[src/rtl/bulk_ep_responder.sv]
// Bulk endpoint responder: one OUT buffer and one IN buffer of MAX_PACKET_SIZE bytes,
// with DATA0/DATA1 toggle tracking, ACK/NAK handshakes and zero-length packet support.
module bulk_ep_responder #(
  parameter int MAX_PACKET_SIZE = 8,
  parameter bit ZLP_EN          = 1'b1
) (
  input  logic       clk_i,
  input  logic       rstn_i,
  input  logic       configured_i,
  input  logic       token_i,
  input  logic [3:0] pid_i,
  input  logic [7:0] rx_data_i,
  input  logic       rx_valid_i,
  input  logic       rx_end_i,
  input  logic       rx_crc_ok_i,
  input  logic       rx_toggle_i,
  output logic       hs_valid_o,
  output logic [3:0] hs_pid_o,
  output logic       tx_start_o,
  output logic       tx_toggle_o,
  output logic [7:0] tx_data_o,
  output logic       tx_valid_o,
  output logic       tx_last_o,
  input  logic       tx_ready_i,
  input  logic       ack_i,
  output logic [7:0] out_data_o,
  output logic       out_valid_o,
  input  logic       out_ready_i,
  input  logic [7:0] in_data_i,
  input  logic       in_valid_i,
  output logic       in_ready_o
);
  // state    | meaning
  // IDLE     | waiting for a token
  // OUT_DATA | receiving an OUT data packet
  // IN_DATA  | streaming an IN data packet (or a zero-length packet)
  // IN_WAIT  | IN packet sent, waiting for host ACK
  typedef enum logic [1:0] {S_IDLE, S_OUT_DATA, S_IN_DATA, S_IN_WAIT} state_t;

  localparam int AW = $clog2(MAX_PACKET_SIZE);
  localparam int CW = $clog2(MAX_PACKET_SIZE + 1);
  localparam int RW = $clog2(MAX_PACKET_SIZE + 2);
  localparam logic [CW-1:0] MPS_C = CW'(MAX_PACKET_SIZE);
  localparam logic [RW-1:0] MPS_R = RW'(MAX_PACKET_SIZE);
  localparam logic [CW-1:0] ONE_C = CW'(1);
  localparam logic [3:0] PID_OUT = 4'b0001;
  localparam logic [3:0] PID_IN  = 4'b1001;
  localparam logic [3:0] PID_ACK = 4'b0010;
  localparam logic [3:0] PID_NAK = 4'b1010;

  state_t state_q, state_d;
  logic [7:0] out_mem [MAX_PACKET_SIZE];
  logic [7:0] in_mem  [MAX_PACKET_SIZE];
  logic [RW-1:0] rx_cnt_q;
  logic [CW-1:0] out_cnt_q, out_rd_q, in_cnt_q, tx_rd_q;
  logic out_full_q, out_busy_q, out_tog_q;
  logic frozen_q, zlp_pend_q, in_tog_q, tx_zlp_q, ready_en_q;
  logic hs_valid_q, tx_start_q;
  logic [3:0] hs_pid_q;

  logic tok_ok, tok_out, tok_in, in_has_data, in_send, tx_fire, tx_final;
  logic ack_take, rx_good, app_wr, out_fire, out_final, rx_wr;

  assign tok_ok      = token_i && (state_q == S_IDLE || state_q == S_IN_WAIT);
  assign tok_out     = tok_ok && (pid_i == PID_OUT);
  assign tok_in      = tok_ok && (pid_i == PID_IN);
  assign in_has_data = (in_cnt_q != '0);
  assign in_send     = in_has_data || zlp_pend_q;
  assign tx_valid_o  = (state_q == S_IN_DATA) && !tx_zlp_q;
  assign tx_fire     = tx_valid_o && tx_ready_i;
  assign tx_final    = (tx_rd_q == in_cnt_q - ONE_C);
  // Any token in IN_WAIT means the host never saw our packet; the ACK is lost.
  assign ack_take    = (state_q == S_IN_WAIT) && ack_i && !tok_ok;
  assign rx_good     = rx_crc_ok_i && (rx_cnt_q <= MPS_R);
  assign in_ready_o  = ready_en_q && configured_i && !frozen_q && !tok_in && (in_cnt_q < MPS_C);
  assign app_wr      = in_valid_i && in_ready_o;
  assign out_fire    = out_full_q && out_ready_i;
  assign out_final   = (out_rd_q == out_cnt_q - ONE_C);
  assign rx_wr       = (state_q == S_OUT_DATA) && rx_valid_i && !out_busy_q && (rx_cnt_q < MPS_R);

  assign hs_valid_o  = hs_valid_q;
  assign hs_pid_o    = hs_pid_q;
  assign tx_start_o  = tx_start_q;
  assign tx_toggle_o = in_tog_q;
  assign tx_last_o   = tx_valid_o && tx_final;
  assign tx_data_o   = tx_valid_o ? in_mem[tx_rd_q[AW-1:0]] : 8'h00;
  assign out_valid_o = out_full_q;
  assign out_data_o  = out_full_q ? out_mem[out_rd_q[AW-1:0]] : 8'h00;

  always_comb begin
    state_d = state_q;
    unique case (state_q)
      S_IDLE, S_IN_WAIT: begin
        if (tok_out)                 state_d = S_OUT_DATA;
        else if (tok_in && in_send)  state_d = S_IN_DATA;
        else if (tok_in || ack_take) state_d = S_IDLE;
      end
      S_OUT_DATA: if (rx_end_i) state_d = S_IDLE;
      S_IN_DATA:  if (tx_zlp_q || (tx_fire && tx_final)) state_d = S_IN_WAIT;
      default:    state_d = S_IDLE;
    endcase
    if (!configured_i) state_d = S_IDLE;
  end

  always_ff @(posedge clk_i or negedge rstn_i) begin
    if (!rstn_i) state_q <= S_IDLE;
    else         state_q <= state_d;
  end

  always_ff @(posedge clk_i) begin
    if (rx_wr)  out_mem[rx_cnt_q[AW-1:0]] <= rx_data_i;
    if (app_wr) in_mem[in_cnt_q[AW-1:0]]  <= in_data_i;
  end

  always_ff @(posedge clk_i or negedge rstn_i) begin
    if (!rstn_i) begin
      rx_cnt_q <= '0; out_cnt_q <= '0; out_rd_q <= '0; in_cnt_q <= '0; tx_rd_q <= '0;
      out_full_q <= 1'b0; out_busy_q <= 1'b0; out_tog_q <= 1'b0;
      frozen_q <= 1'b0; zlp_pend_q <= 1'b0; in_tog_q <= 1'b0; tx_zlp_q <= 1'b0;
      ready_en_q <= 1'b0; hs_valid_q <= 1'b0; hs_pid_q <= 4'h0; tx_start_q <= 1'b0;
    end else begin
      ready_en_q <= 1'b1;
      hs_valid_q <= 1'b0;
      tx_start_q <= 1'b0;
      if (!configured_i) begin
        rx_cnt_q <= '0; out_cnt_q <= '0; out_rd_q <= '0; in_cnt_q <= '0; tx_rd_q <= '0;
        out_full_q <= 1'b0; out_busy_q <= 1'b0; out_tog_q <= 1'b0;
        frozen_q <= 1'b0; zlp_pend_q <= 1'b0; in_tog_q <= 1'b0; tx_zlp_q <= 1'b0;
        hs_pid_q <= 4'h0;
      end else begin
        if (tok_out) begin
          out_busy_q <= out_full_q;
          rx_cnt_q   <= '0;
        end
        // Count saturates one past the limit so oversize packets stay detectable.
        if (state_q == S_OUT_DATA && rx_valid_i && rx_cnt_q <= MPS_R)
          rx_cnt_q <= rx_cnt_q + RW'(1);
        if (out_fire) begin
          out_rd_q <= out_final ? '0 : out_rd_q + ONE_C;
          if (out_final) out_full_q <= 1'b0;
        end
        if (state_q == S_OUT_DATA && rx_end_i && rx_good) begin
          hs_valid_q <= 1'b1;
          hs_pid_q   <= out_busy_q ? PID_NAK : PID_ACK;
          if (!out_busy_q && rx_toggle_i == out_tog_q) begin
            out_tog_q <= ~out_tog_q;
            out_rd_q  <= '0;
            out_cnt_q <= rx_cnt_q[CW-1:0];
            if (rx_cnt_q != '0) out_full_q <= 1'b1;
          end
        end
        if (app_wr) in_cnt_q <= in_cnt_q + ONE_C;
        if (tok_in) begin
          if (in_send) begin
            frozen_q   <= 1'b1;
            tx_start_q <= 1'b1;
            tx_zlp_q   <= !in_has_data;
            tx_rd_q    <= '0;
          end else begin
            hs_valid_q <= 1'b1;
            hs_pid_q   <= PID_NAK;
          end
        end
        if (tx_fire) tx_rd_q <= tx_final ? '0 : tx_rd_q + ONE_C;
        if (ack_take) begin
          in_tog_q   <= ~in_tog_q;
          in_cnt_q   <= '0;
          frozen_q   <= 1'b0;
          zlp_pend_q <= ZLP_EN && (in_cnt_q == MPS_C);
        end
      end
    end
  end
endmodule

[config.mk]
export PLATFORM = sky130hd
export DESIGN_NAME = bulk_ep_responder
export DESIGN_NICKNAME = d
export VERILOG_FILES = /design/src/rtl/bulk_ep_responder.sv
export SDC_FILE = /design/constraint.sdc
export NUM_CORES = 1
export LEC_CHECK = 0
export BUFFER_PORTS_ARGS = -buffer_cell sky130_fd_sc_hd__buf_2
export CAP_MARGIN = 15
export CORE_UTILIZATION = 45
export DETAILED_ROUTE_END_ITERATION = 10
export SLEW_MARGIN = 10
export SYNTH_ARGS = -nofsm -noshare
export SYNTH_HDL_FRONTEND = slang
export SYNTH_SLANG_ARGS = --single-unit
[constraint.sdc]
create_clock -name clk_i -period 2.83 [get_ports clk_i]
set_clock_uncertainty 0.05 [all_clocks]
set_input_delay 0.4245 -clock clk_i [delete_from_list [all_inputs] [get_ports clk_i]]
set_output_delay 0.4245 -clock clk_i [all_outputs]
set_load 0.02 [all_outputs]
# Word-level counts from Yosys, hierarchy flattened
# Memory sizes are Yosys's and may differ from the RTL's.
# Cells that the tools add are included.
word_totals:
  ff_bits: 36
  latchBits: 0
  mem_bits_rw: 128
  romBits: 0
  in_bits: 32
  word_cells: 163
  memories: 2
op_classes:
  add_sub_neg: 6
  n_mul: 0
  div_mod_pow: 0
  order_cmp: 3
  n_eq_ne: 24
  shifts: 0
  n_mux: 66
  bitwise: 2
  reduce_logical: 43
mem_list:
  columns: ["memory", "depth", "word_bits", "read_ports", "rd_clocked_by_memory_dff", "wr", "line_no", "text"]
  rows:
  - ["in_mem", 8, 8, 1, 0, 1, "53", "logic [7:0] in_mem [MAX_PACKET_SIZE];"]
  - ["out_mem", 8, 8, 1, 0, 1, "52", "logic [7:0] out_mem [MAX_PACKET_SIZE];"]
ops:
  columns: ["cell", "count"]
  rows:
  - ["$mux 4", 24]
  - ["$mux 1", 33]
  - ["$logic_and 1x1->1", 24]
  - ["$ne 3x1->1 const B", 6]
  - ["$add 4x1->4 const B", 4]
  - ["$mux 8", 2]
  - ["$mux 2", 6]
  - ["$ne 2x1->1 const B", 6]
  - ["$eq 4x4->1", 2]
  - ["$eq 4x4->1 const B", 2]
  - ["$lt 4x4->1 const B", 2]
  - ["$reduce_and 2->1", 4]
  - ["$reduce_bool 4->1", 2]
  - ["$sub 4x1->4 const B", 2]
  - ["$logic_not 1->1", 6]
  - ["$pmux 2 s3", 1]
  - ["$ne 5x5->1 const B", 1]
  - ["$eq 2x2->1 const B", 2]
  - ["$eq 4x1->1 const B", 1]
  - ["$le 4x4->1 const B", 1]
  - ["$logic_or 1x1->1", 4]
  - ["$ne 3x2->1 const B", 1]
  - ["$ne 3x3->1 const B", 1]
  - ["$reduce_and 3->1", 1]
  - ["5 further kinds", 6]

# Depth between registers and ports, before layout
# Gate-level depths: netlist of run 1.
depth:
  depth_word: 11
  ltp_mapped: 9
  ltp_nobuf: 8

# Least setup slack after synthesis of run 1
# Ideal clock, no wire load.
synth_timing:
  kind: "in2reg"
  from: "input port configured_i"
  to: "memory in_mem[0][0] (enable)"
  setup_time_ps: 383
  arrival_time_ps: 1819
  required_ps: 2397
  setup_slack_ps: 577
  cell_stages: 5
  cell_sequence: "buf_2 -> nor4bb_1 -> o211a_1 -> nand2_1 -> nor3_1"
synth_via:
  elab_chain_len: 7
synth_lines:
  columns: ["element", "line_no", "text"]
  rows:
  - ["start, declared", "9", "input logic configured_i,"]
  - ["$logic_and 1x1->1 (4 in a row)", "75", "assign in_ready_o = ready_en_q && configured_i && !frozen_q && !tok_in && (in_cnt_q < MPS_C);"]
  - ["$logic_and 1x1->1", "76", "assign app_wr = in_valid_i && in_ready_o;"]
  - ["$mux 1", "112", "if (app_wr) in_mem[in_cnt_q[AW-1:0]] <= in_data_i;"]
  - ["$mux 1 (not written as such)", "112", null]
  - ["end, declared", "53", null]
# No other way between the ends.

# Final worst setup path of run 1
layout_timing:
  from: "register in_cnt_q[1]"
  to: "output port tx_last_o"
layout_via:
  elab_chain_len: 3
layout_lines:
  columns: ["element", "line_no", "text"]
  rows:
  - ["start, declared", "55", "logic [CW-1:0] out_cnt_q, out_rd_q, in_cnt_q, tx_rd_q;"]
  - ["start signal, assigned", "152", "if (app_wr) in_cnt_q <= in_cnt_q + ONE_C;"]
  - ["$sub 4x1->4", "71", "assign tx_final = (tx_rd_q == in_cnt_q - ONE_C);"]
  - ["$eq 4x4->1", "71", null]
  - ["$logic_and 1x1->1", "85", "assign tx_last_o = tx_valid_o && tx_final;"]
  - ["end, declared", "23", "output logic tx_last_o,"]
# No other way between the ends.

==> results by group, run 1 <==
Placed design
  – GPL Wtd Cong: 0.740
  – Hpwl dp: 8.40 mm
  – Place WS: 562 ps
  – IO Port Bufs: 58

Logic synthesis
  – Post-Syn Nets: roughly 470
  – Sequential area share after synthesis: 67.6%
  – Cell variety after synth: between 40 and 50
  – Primary FF master, synth: edfxtp_1
  – Post-synth EDFFs: 128
  – Synth top area share: a little over half
  – Largest cells by area after synthesis: edfxtp_1 (55%), dfrtp_1 (13%), mux4_2 (10%)
  – Mapped Avg Cell Area: roughly 16 um^2
  – Syn Std Cell Area: roughly 0.0070 mm^2
  – Area leader, netlist: edfxtp_1
  – Synth Register Bits: roughly 160
  – Ys async rst share: 22.0%
  – Post-Synthesis Cells: 431
  – Yosys Warn Count: 0

Worst hold path
  – Worst min-delay path class: in2async

STA
  – Final setup viols: 0
  – Worst slew pin tran: between 800 and 900 ps
  – Setup TNS: 0 ps
  – Final period utilization: between 90% and 100%
  – Slew Limit Fails: 0
  – Final setup margin: ~210 ps
  – Min Tclk post-route: approximately 2600 ps
  – RSZ-0062 raised after global routing: false
  – Max_slew headroom: approximately 45%
  – Fmax: approximately 0.38 GHz
  – Final hold vios: 0

Floorplanning
  – Chip Height: roughly 130 um
  – Die area: around 0.016 mm^2
  – Starting Density: between 40% and 50%
  – Row count: between 40 and 50
  – Die outline width: roughly 130 um
  – Total core area: roughly 0.015 mm^2
  – Ports: 59

Setup path
  – Maximum net fanout on the critical path: 7
  – Reg-to-reg endpoint: out_mem[5][6]$_DFFE_PP_
  – FF-to-FF path depth: 6
  – WP data arrival: 2140 ps
  – Startpoint Class: flip-flop
  – CP Class: reg2out
  – Worst r2r src: state_q[1]$_DFFE_PN0P_
  – Setup slack, reg-to-reg: around 570 ps
  – Critical path origin: in_cnt_q[1]$_DFFE_PN0P_
  – CP required: approximately 2400 ps
  – Setup crit end kind: primary output
  – Critical Path Sink: tx_last_o

Power and ir drop
  – P per Cell Area: around 600 mW/mm^2
  – Worst IR Drop VDD: a little under 0.0004 V
  – Switching Share: between 20% and 30%
  – Clk network pwr share: between 40% and 50%
  – Int Pwr: between 3 and 4 mW
  – Switching pwr: ~1.1 mW
  – Flop pwr share: between 50 and 60%
  – Logic pwr share: 2.3%
  – Leakage: 2.98 nW

Global routing
  – Vias in the first global route: 3893
  – Largest net degree at the start of global routing: 37
  – GRT Util Overall: approximately 18%
  – Antenna violations before repair: 0
  – First-pass GRT wire length: about 21 mm
  – GR Overflow Total: 0

Finish
  – Final design utilization: a little over half
  – Share of layout cells above drive strength 1: around 29%
  – Area delta synth->final: 16.5%
  – Fin nets: approximately 550
  – # diodes: 0
  – Commonest non-fill, non-tap cell in the layout: edfxtp_1
  – Most frequent cells in the layout: edfxtp_1 (128), buf_2 (58), dfrtp_1 (36), mux4_2 (32), nor2_1 (32)

Clocking
  – TritonCTS buffer count: 17
  – Post-CTS resize count: 0
  – CTS max path bufs: 2
  – Count of hold buffers inserted by post-cts repair: 0
  – # clock sinks: between 150 and 200
  – H-tree levels: 4
  – Clk_lat worst skew: between 400 and 500 ps
  – Post-CTS setup buffers: 0
  – Clock root buffer: clkbuf_16
  – CTS tree: yes
  – CTS clk-pin slew, worst paths: ~70 ps

Routing
  – 1st-iter DRT viols: around 170
  – Drt wl/cell: roughly 18 um
  – Routed Wire Length: 12.7 mm
  – TritonRoute pass-1 iters: 4
  – Via count: 3728
  – Vias per cell: approximately 5.3
  – Detail Route Antenna Nets: 0
  – Drc violations: 0

Job
  – Max-cap violation count: 0

Outcome
  – Outcome: finished clean
-- Yosys cell counts, types with 6 or more instances --
cell type,count
edfxtp_1,128
dfrtp_1,36
mux4_2,32
nor2_1,32
nand2_1,25
mux2i_1,24
nor2b_1,17
inv_1,13
ha_1,11
nand3_1,10
nor3_1,10
xnor2_1,10
xor2_1,9
buf_2,6
clkbuf_1,6
-- power by group through the flow --
stage	clock network, mW	logic (mW)	registers, mW
2_1_floorplan	0	0.0467	2.66
3_3_place_gp	0	0.112	2.66
3_5_place_dp	0	0.117	2.66
4_1_cts	2.30	0.117	2.61
5_1_grt	2.40	0.129	2.61
6_report	2.24	0.114	2.61
-- flip-flops by register name, summed over array words and instances (netlist names), 2 cells and up --
register	cells
out_mem	64
in_cnt_q	4
out_rd_q	4
in_mem	64
out_cnt_q	4
tx_rd_q	4
hs_pid_o	4
state_q	2
rx_cnt_q	4
-- kinds of logic after synthesis --
logic type / after synthesis / share of synthesized area (%)
and+or+nand+nor: 118 / 8.82
DFF: 164 / 67.6
adders and majority gates: 11 / 1.96
AOI/OAI and AO/OA: 28 / 2.92
other: 1 / 0.0534
muxes: 57 / 13.8
buffers and inverters: 32 / 2.10
xor gates and xnor gates: 20 / 2.71
-- worst min-delay path by stage --
stage	from	endpoint	slack, ps	depth (start not counted)
floorplan	rstn_i	frozen_q$_DFFE_PN0P_	80	0
global placement	frozen_q$_DFFE_PN0P_	frozen_q$_DFFE_PN0P_	440	2
detailed placement	hs_pid_o[0]$_DFF_PN0_	hs_pid_o[0]$_DFF_PN0_	460	1
CTS	rstn_i	tx_rd_q[2]$_DFFE_PN0P_	70	1
global route	rstn_i	in_cnt_q[1]$_DFFE_PN0P_	100	1
finish	rstn_i	hs_pid_o[1]$_DFF_PN0_	50	1
-- per-stage QoR --
stage          hold slack [ps]  total power [mW]  cells  cell area [um^2]
3_3_place_gp               439              2.77    677              7590
6_report                  48.1              4.97    709              8180
3_5_place_dp               455              2.78    677              7590
5_1_grt                    103              5.14    709              8180
4_1_cts                   70.4              5.03    709              8180
2_1_floorplan             78.9              2.71    431              7020
-- area by class of cell --
type / count / area [um^2]
clock buffer: 17 / 425
clock inverter: 15 / 165
fill: 1246 / 7020
inverter: 13 / 48.8
multi-input combinational: 235 / 2130
sequential: 164 / 4740
tap: 188 / 235
timing repair buffer: 77 / 433
-- critical path, stage by stage (launching register included) --
cell and delay, ps:
dfrtp_1 470, inv_1 140, ha_1 330, xnor2_1 170, nor3_4 240, and3_1 200, buf_2 170
-- routing by layer --
metal	wire length (um)	track usage [%]	up-vias
met5	0	0	-
met4	145	6.51	0
met3	374	4.60	13
met2	6490	29.6	51
met1	5640	21.7	1892
li1	-	-	1772
No activity file was read; power rests on OpenSTA's default activity.
==> run 2, diff against run 1 <==
==> constraint.sdc (replaced) <==
create_clock -name clk_i -period 2.83 [get_ports clk_i]
set_clock_uncertainty 0.05 [all_clocks]
set_input_delay 0.566 -clock clk_i [delete_from_list [all_inputs] [get_ports clk_i]]
set_output_delay 0.566 -clock clk_i [all_outputs]
set_load 0.02 [all_outputs]
==> run 2 against run 1 <==
First-iteration DRC count increased by 13%. Flip-flop and latch count stayed put. Wire length up 3.2%. Fmax down 2.5%. Register-to-register slack worse by 180 ps. Combinational power about the same. Utilization grew 0.26 points. Largest power group unchanged.
==> results by group, run 2 (same netlist as run 1, synthesis figures left out) <==
Clocking
  – H-tree levels: 4 (unchanged)
  – CTS clk-pin slew, worst paths: 70 ps (about the same)
  – CTS tree: yes (unchanged)
  – # clock sinks: 164 (unchanged)
  – Count of hold buffers inserted by post-cts repair: 0 (unchanged)
  – CTS max path bufs: 2 (unchanged)
  – Clk_lat worst skew: 420 ps (was 430 ps)
  – Clock root buffer: clkbuf_16 (unchanged)
  – TritonCTS buffer count: 17 (unchanged)

Floorplanning
  – Ports: 59 (unchanged)
  – Die area: 0.0161 mm^2 (unchanged)
  – Total core area: 0.0152 mm^2 (unchanged)
  – Die outline width: 127 um (unchanged)
  – Chip Height: 127 um (unchanged)
  – Starting Density: 46.2% (unchanged)
  – Row count: 45 (unchanged)

Finish
  – Fin nets: 552 (was 551)
  – Area delta synth->final: 17.1% (was 16.5%)
  – Most frequent cells in the layout: edfxtp_1 (128), buf_2 (58), dfrtp_1 (35), mux4_2 (32), nor2_1 (32) (was edfxtp_1 (128), buf_2 (58), dfrtp_1 (36), mux4_2 (32), nor2_1 (32))
  – Share of layout cells above drive strength 1: 29.3% (was 28.8%)
  – Post-route cell area: 0.00822 mm^2 (was 0.00818 mm^2)
  – Commonest non-fill, non-tap cell in the layout: edfxtp_1 (unchanged)

Routing
  – Detail Route Antenna Nets: 0 (unchanged)
  – Met3 routed WL: 433 um (was 374 um)
  – Drt wl/cell: 18.4 um (was 17.8 um)
  – 1st-iter DRT viols: 196 (was 174)
  – Via count: 3749 (was 3728)
  – Drc violations: 0 (unchanged)
  – Routed Wire Length: 13.1 mm (was 12.7 mm)
  – Routed met1 length: 5.75 mm (was 5.64 mm)
  – TritonRoute pass-1 iters: 5 (was 4)
  – Metal2 WL: 6.66 mm (was 6.49 mm)
  – Vias per cell: 5.27 (was 5.26)
  – Highest metal used: met4 (unchanged)

STA
  – RSZ-0062 raised after global routing: false (unchanged)
  – Final setup viols: 0 (unchanged)
  – Worst slew pin tran: 836 ps (was 832 ps)
  – Max_slew headroom: 44.3% (was 44.5%)
  – Hold_ws: 194 ps (was 48.1 ps)
  – Min Tclk post-route: 2690 ps (was 2620 ps)
  – Slew Limit Fails: 0 (unchanged)
  – Setup TNS: 0 ps (unchanged)
  – Final hold vios: 0 (unchanged)
  – Fmax: 0.372 GHz (was 0.382 GHz)
  – Final period utilization: 94.9% (was 92.6%)

Setup path
  – Setup slack, reg-to-reg: 390 ps (was 570 ps)
  – Reg-to-reg endpoint: in_mem[3][0]$_DFFE_PP_ (was out_mem[5][6]$_DFFE_PP_)
  – CP Class: reg2out (unchanged)
  – CP required: 2210 ps (was 2360 ps)
  – Startpoint Class: flip-flop (unchanged)
  – WP data arrival: 2070 ps (was 2140 ps)
  – FF-to-FF path depth: 6 (unchanged)
  – Setup crit end kind: primary output (unchanged)
  – Worst r2r src: state_q[0]$_DFFE_PN0P_ (was state_q[1]$_DFFE_PN0P_)
  – Maximum net fanout on the critical path: 6 (was 7)

Placed design
  – Hpwl dp: 8.58 mm (was 8.40 mm)
  – GPL Wtd Cong: 0.771 (was 0.740)
  – IO Port Bufs: 58 (unchanged)
  – Placement Cell Area: 0.00762 mm^2 (was 0.00759 mm^2)

Global routing
  – Largest net degree at the start of global routing: 37 (unchanged)
  – Antenna violations before repair: 2 (was 0)
  – Vias in the first global route: 3806 (was 3893)
  – GRT Util Overall: 17.8% (was 17.5%)
  – First-pass GRT wire length: 21.0 mm (was 20.6 mm)
  – GR Overflow Total: 0 (unchanged)

Worst hold path
  – Worst min-delay path class: in2async (unchanged)

Power and ir drop
  – Worst IR Drop VDD: 0.000419 V (was 0.000391 V)
  – P per Cell Area: 602 mW/mm^2 (was 607 mW/mm^2)
  – Leakage: 2.99 nW (was 2.98 nW)

Outcome
  – Outcome: finished clean (unchanged)

Job
  – Max-cap violation count: 0 (unchanged)
## run 2: what timing repair did
item,4_1_cts,5_1_grt
buffers inserted,0,0
endpoints found under the setup margin,0,1
gates resized for setup,0,1
## run 2: routing by layer
metal / global-route usage (%) / up-vias
met2: 30.7 / 65
met3: 4.09 / 16
met5: 0 / -
met4: 7.00 / 0
li1: - / 1774
met1: 21.9 / 1894
## run 2: critical path: stages (launching register included)
cell and delay [ps]:
dfrtp_1 450, inv_1 110, ha_1 330, xnor2_1 160
nor3_4 240, and3_1 190, buf_2 160
## run 2: final cells by class
type,count,area [um^2]
fillers,1229,6980
flip-flops and latches,164,4750
multi-input cells,235,2130
repair buffers,78,465
clock buffers,17,425
well taps,188,235
clock inverters,15,168
inverters,13,48.8
diodes,1,2.50
## run 2: worst max-delay path by stage
stage                                       start                endpoint  slack (ps)  cells after the start
after global placement               configured_i  in_mem[3][1]$_DFFE_PP_         420                      5
after CTS                 in_cnt_q[1]$_DFFE_PN0P_               tx_last_o          90                      6
final                     in_cnt_q[0]$_DFFE_PN0P_               tx_last_o         140                      6
after detailed placement             configured_i  in_mem[2][1]$_DFFE_PP_         300                      5
after global routing       state_q[0]$_DFFE_PN0P_               tx_last_o          30                      6
after floorplan                      configured_i  in_mem[0][0]$_DFFE_PP_         440                      5
## run 2: power by group
| group | total, mW | switching, mW | leakage, nW | internal, mW |
|---|---|---|---|---|
| logic | 0.115 | 0.0749 | 1.06 | 0.0404 |
| registers | 2.61 | 0.00369 | 1.65 | 2.61 |
| clock network | 2.22 | 1.04 | 0.286 | 1.18 |
## run 2: stage by stage
step	cells	power (mW)	worst slack, ps	util, %
final	711	4.94	144	54.1
after global routing	710	5.10	25.4	54.0
after CTS	710	4.99	91.0	54.0
after detailed placement	678	2.78	300	50.1
after global placement	678	2.77	415	50.1
after floorplan	431	2.71	436	-
==> run 3, diff against run 2 <==
- CORE_UTILIZATION: 45 -> 42
==> run 3 against run 2 <==
Hold slack got worse by 7.6 ps. Largest cell class unchanged. Power decreased by 1.1%. Sequential power about the same. Register-to-register slack improved by 20 ps. Setup slack improved by 22 ps. Clock power decreased by 3%. Non-clock buffer count unchanged. Highest routed layer unchanged. Fmax increased by 0.84%.
==> results by group, run 3 (same netlist as run 1, synthesis figures left out) <==
Clocking
  – Count of hold buffers inserted by post-cts repair: 0 (unchanged)
  – TritonCTS buffer count: 17 (unchanged)
  – CTS tree: yes (unchanged)
  – CTS clk-pin slew, worst paths: 60 ps (was 70 ps)
  – Post-CTS setup buffers: 0 (unchanged)
  – Clock root buffer: clkbuf_16 (unchanged)
  – Clk_lat worst skew: 410 ps (was 420 ps)
  – Post-CTS resize count: 0 (unchanged)
  – H-tree levels: 4 (unchanged)
  – CTS max path bufs: 2 (unchanged)
  – # clock sinks: 164 (unchanged)

STA
  – Worst slew pin tran: 814 ps (was 836 ps)
  – Final setup viols: 0 (unchanged)
  – Fmax: 0.375 GHz (was 0.372 GHz)
  – Final period utilization: 94.1% (was 94.9%)
  – Hold_ws: 187 ps (was 194 ps)
  – Final setup margin: 166 ps (was 144 ps)
  – Max_slew headroom: 45.6% (was 44.3%)
  – Final hold vios: 0 (unchanged)
  – Min Tclk post-route: 2660 ps (was 2690 ps)
  – RSZ-0062 raised after global routing: false (unchanged)
  – Setup TNS: 0 ps (unchanged)
  – Slew Limit Fails: 0 (unchanged)

Finish
  – Most frequent cells in the layout: edfxtp_1 (128), buf_2 (58), dfrtp_1 (36), mux4_2 (32), nor2_1 (32) (was edfxtp_1 (128), buf_2 (58), dfrtp_1 (35), mux4_2 (32), nor2_1 (32))
  – Share of layout cells above drive strength 1: 28.5% (was 29.3%)
  – Commonest non-fill, non-tap cell in the layout: edfxtp_1 (unchanged)
  – Final design utilization: 51.0% (was 54.1%)
  – Area delta synth->final: 17.1% (about the same)
  – Post-route cell area: 0.00822 mm^2 (about the same)
  – # diodes: 0 (was 1)
  – Post-route insts no fill: 738 (was 711)
  – Fin nets: 552 (unchanged)

Setup path
  – CP Class: reg2out (unchanged)
  – Critical path origin: in_cnt_q[1]$_DFFE_PN0P_ (was in_cnt_q[0]$_DFFE_PN0P_)
  – WP data arrival: 2050 ps (was 2070 ps)
  – Worst r2r src: state_q[0]$_DFFE_PN0P_ (unchanged)
  – CP required: 2210 ps (about the same)
  – Startpoint Class: flip-flop (unchanged)
  – Setup slack, reg-to-reg: 410 ps (was 390 ps)
  – Maximum net fanout on the critical path: 7 (was 6)
  – Setup crit end kind: primary output (unchanged)

Global routing
  – Vias in the first global route: 3969 (was 3806)
  – Grt met3 use: 3.70% (was 4.09%)
  – Routing usage on met2: 29.6% (was 30.7%)
  – First-pass GRT wire length: 21.7 mm (was 21.0 mm)
  – Met1 Usage GRT: 20.2% (was 21.9%)
  – GR Overflow Total: 0 (unchanged)
  – Antenna violations before repair: 0 (was 2)
  – GRT Util Overall: 16.7% (was 17.8%)
  – Largest net degree at the start of global routing: 37 (unchanged)
  – Top Usage Layer GRT: met2 (unchanged)

Routing
  – TritonRoute pass-1 iters: 5 (unchanged)
  – Vias per cell: 5.12 (was 5.27)
  – Drt wl/cell: 18.0 um (was 18.4 um)
  – 1st-iter DRT viols: 270 (was 196)
  – Via count: 3780 (was 3749)
  – Drc violations: 0 (unchanged)
  – Detail Route Antenna Nets: 0 (unchanged)
  – Routed Wire Length: 13.3 mm (was 13.1 mm)

Floorplanning
  – Die outline width: 131 um (was 127 um)
  – Ports: 59 (unchanged)
  – Die area: 0.0172 mm^2 (was 0.0161 mm^2)
  – Total core area: 0.0161 mm^2 (was 0.0152 mm^2)
  – Row count: 46 (was 45)
  – Starting Density: 43.6% (was 46.2%)
  – Chip Height: 131 um (was 127 um)

Job
  – Max-cap violation count: 0 (unchanged)

Outcome
  – Outcome: finished clean (unchanged)

Power and ir drop
  – Leakage: 2.97 nW (was 2.99 nW)
  – Design Power: 4.89 mW (was 4.94 mW)
  – Switching pwr: 1.01 mW (was 1.11 mW)
  – Worst IR Drop VDD: 0.000435 V (was 0.000419 V)
  – Int Pwr: 3.88 mW (was 3.83 mW)
  – Logic pwr share: 2.4% (was 2.3%)
  – Clk network pwr share: 44.2% (was 44.9%)
  – Switching Share: 20.7% (was 22.5%)
  – Flop pwr share: 53.4% (was 52.8%)
  – P per Cell Area: 595 mW/mm^2 (was 602 mW/mm^2)

Placed design
  – IO Port Bufs: 58 (unchanged)
  – Place WS: 299 ps (was 300 ps)
  – Placement Cell Area: 0.00766 mm^2 (was 0.00762 mm^2)
  – GPL Wtd Cong: 0.767 (was 0.771)
  – Hpwl dp: 9.12 mm (was 8.58 mm)
  – Placed cells: 706 (was 678)

Worst hold path
  – Worst min-delay path class: in2async (unchanged)
run 3: cell type report:
| type | count | area, um^2 |
|---|---|---|
| clock inverter | 12 | 124 |
| inverter | 13 | 48.8 |
| tap | 216 | 270 |
| multi-input combinational | 235 | 2130 |
| timing repair buffer | 78 | 465 |
| fill | 1375 | 7900 |
| clock buffer | 20 | 437 |
| sequential | 164 | 4740 |
run 3: power by group through the flow:
stage	Combinational [mW]	Sequential (mW)	Clock, mW
final	0.116	2.61	2.16
after global routing	0.130	2.61	2.31
after CTS	0.118	2.61	2.21
after detailed placement	0.118	2.66	0
after global placement	0.113	2.66	0
after floorplan	0.0467	2.66	0
run 3: metal layers:
metal	routed length, um	vias up
li1	-	1770
met1	5600	1926
met2	7090	71
met3	444	13
met4	168	0
met5	0	-
run 3: worst paths after layout:
kind	to	cells past startpoint
min in group clk_i	out_mem[4][4]$_DFFE_PP_	1
worst max-delay path	tx_last_o	6
worst max register to register	in_mem[4][1]$_DFFE_PP_	6
worst min-delay path	in_cnt_q[0]$_DFFE_PN0P_	1
max in group asynchronous	out_cnt_q[3]$_DFFE_PN0P_	1
worst min register to register	frozen_q$_DFFE_PN0P_	2
run 3: worst max-delay path: stages, from the launching register on:
cell and delay (ps):
dfrtp_1 450, inv_1 120, ha_1 310, xnor2_1 170, nor3_4 240, and3_1 180
buf_2 160
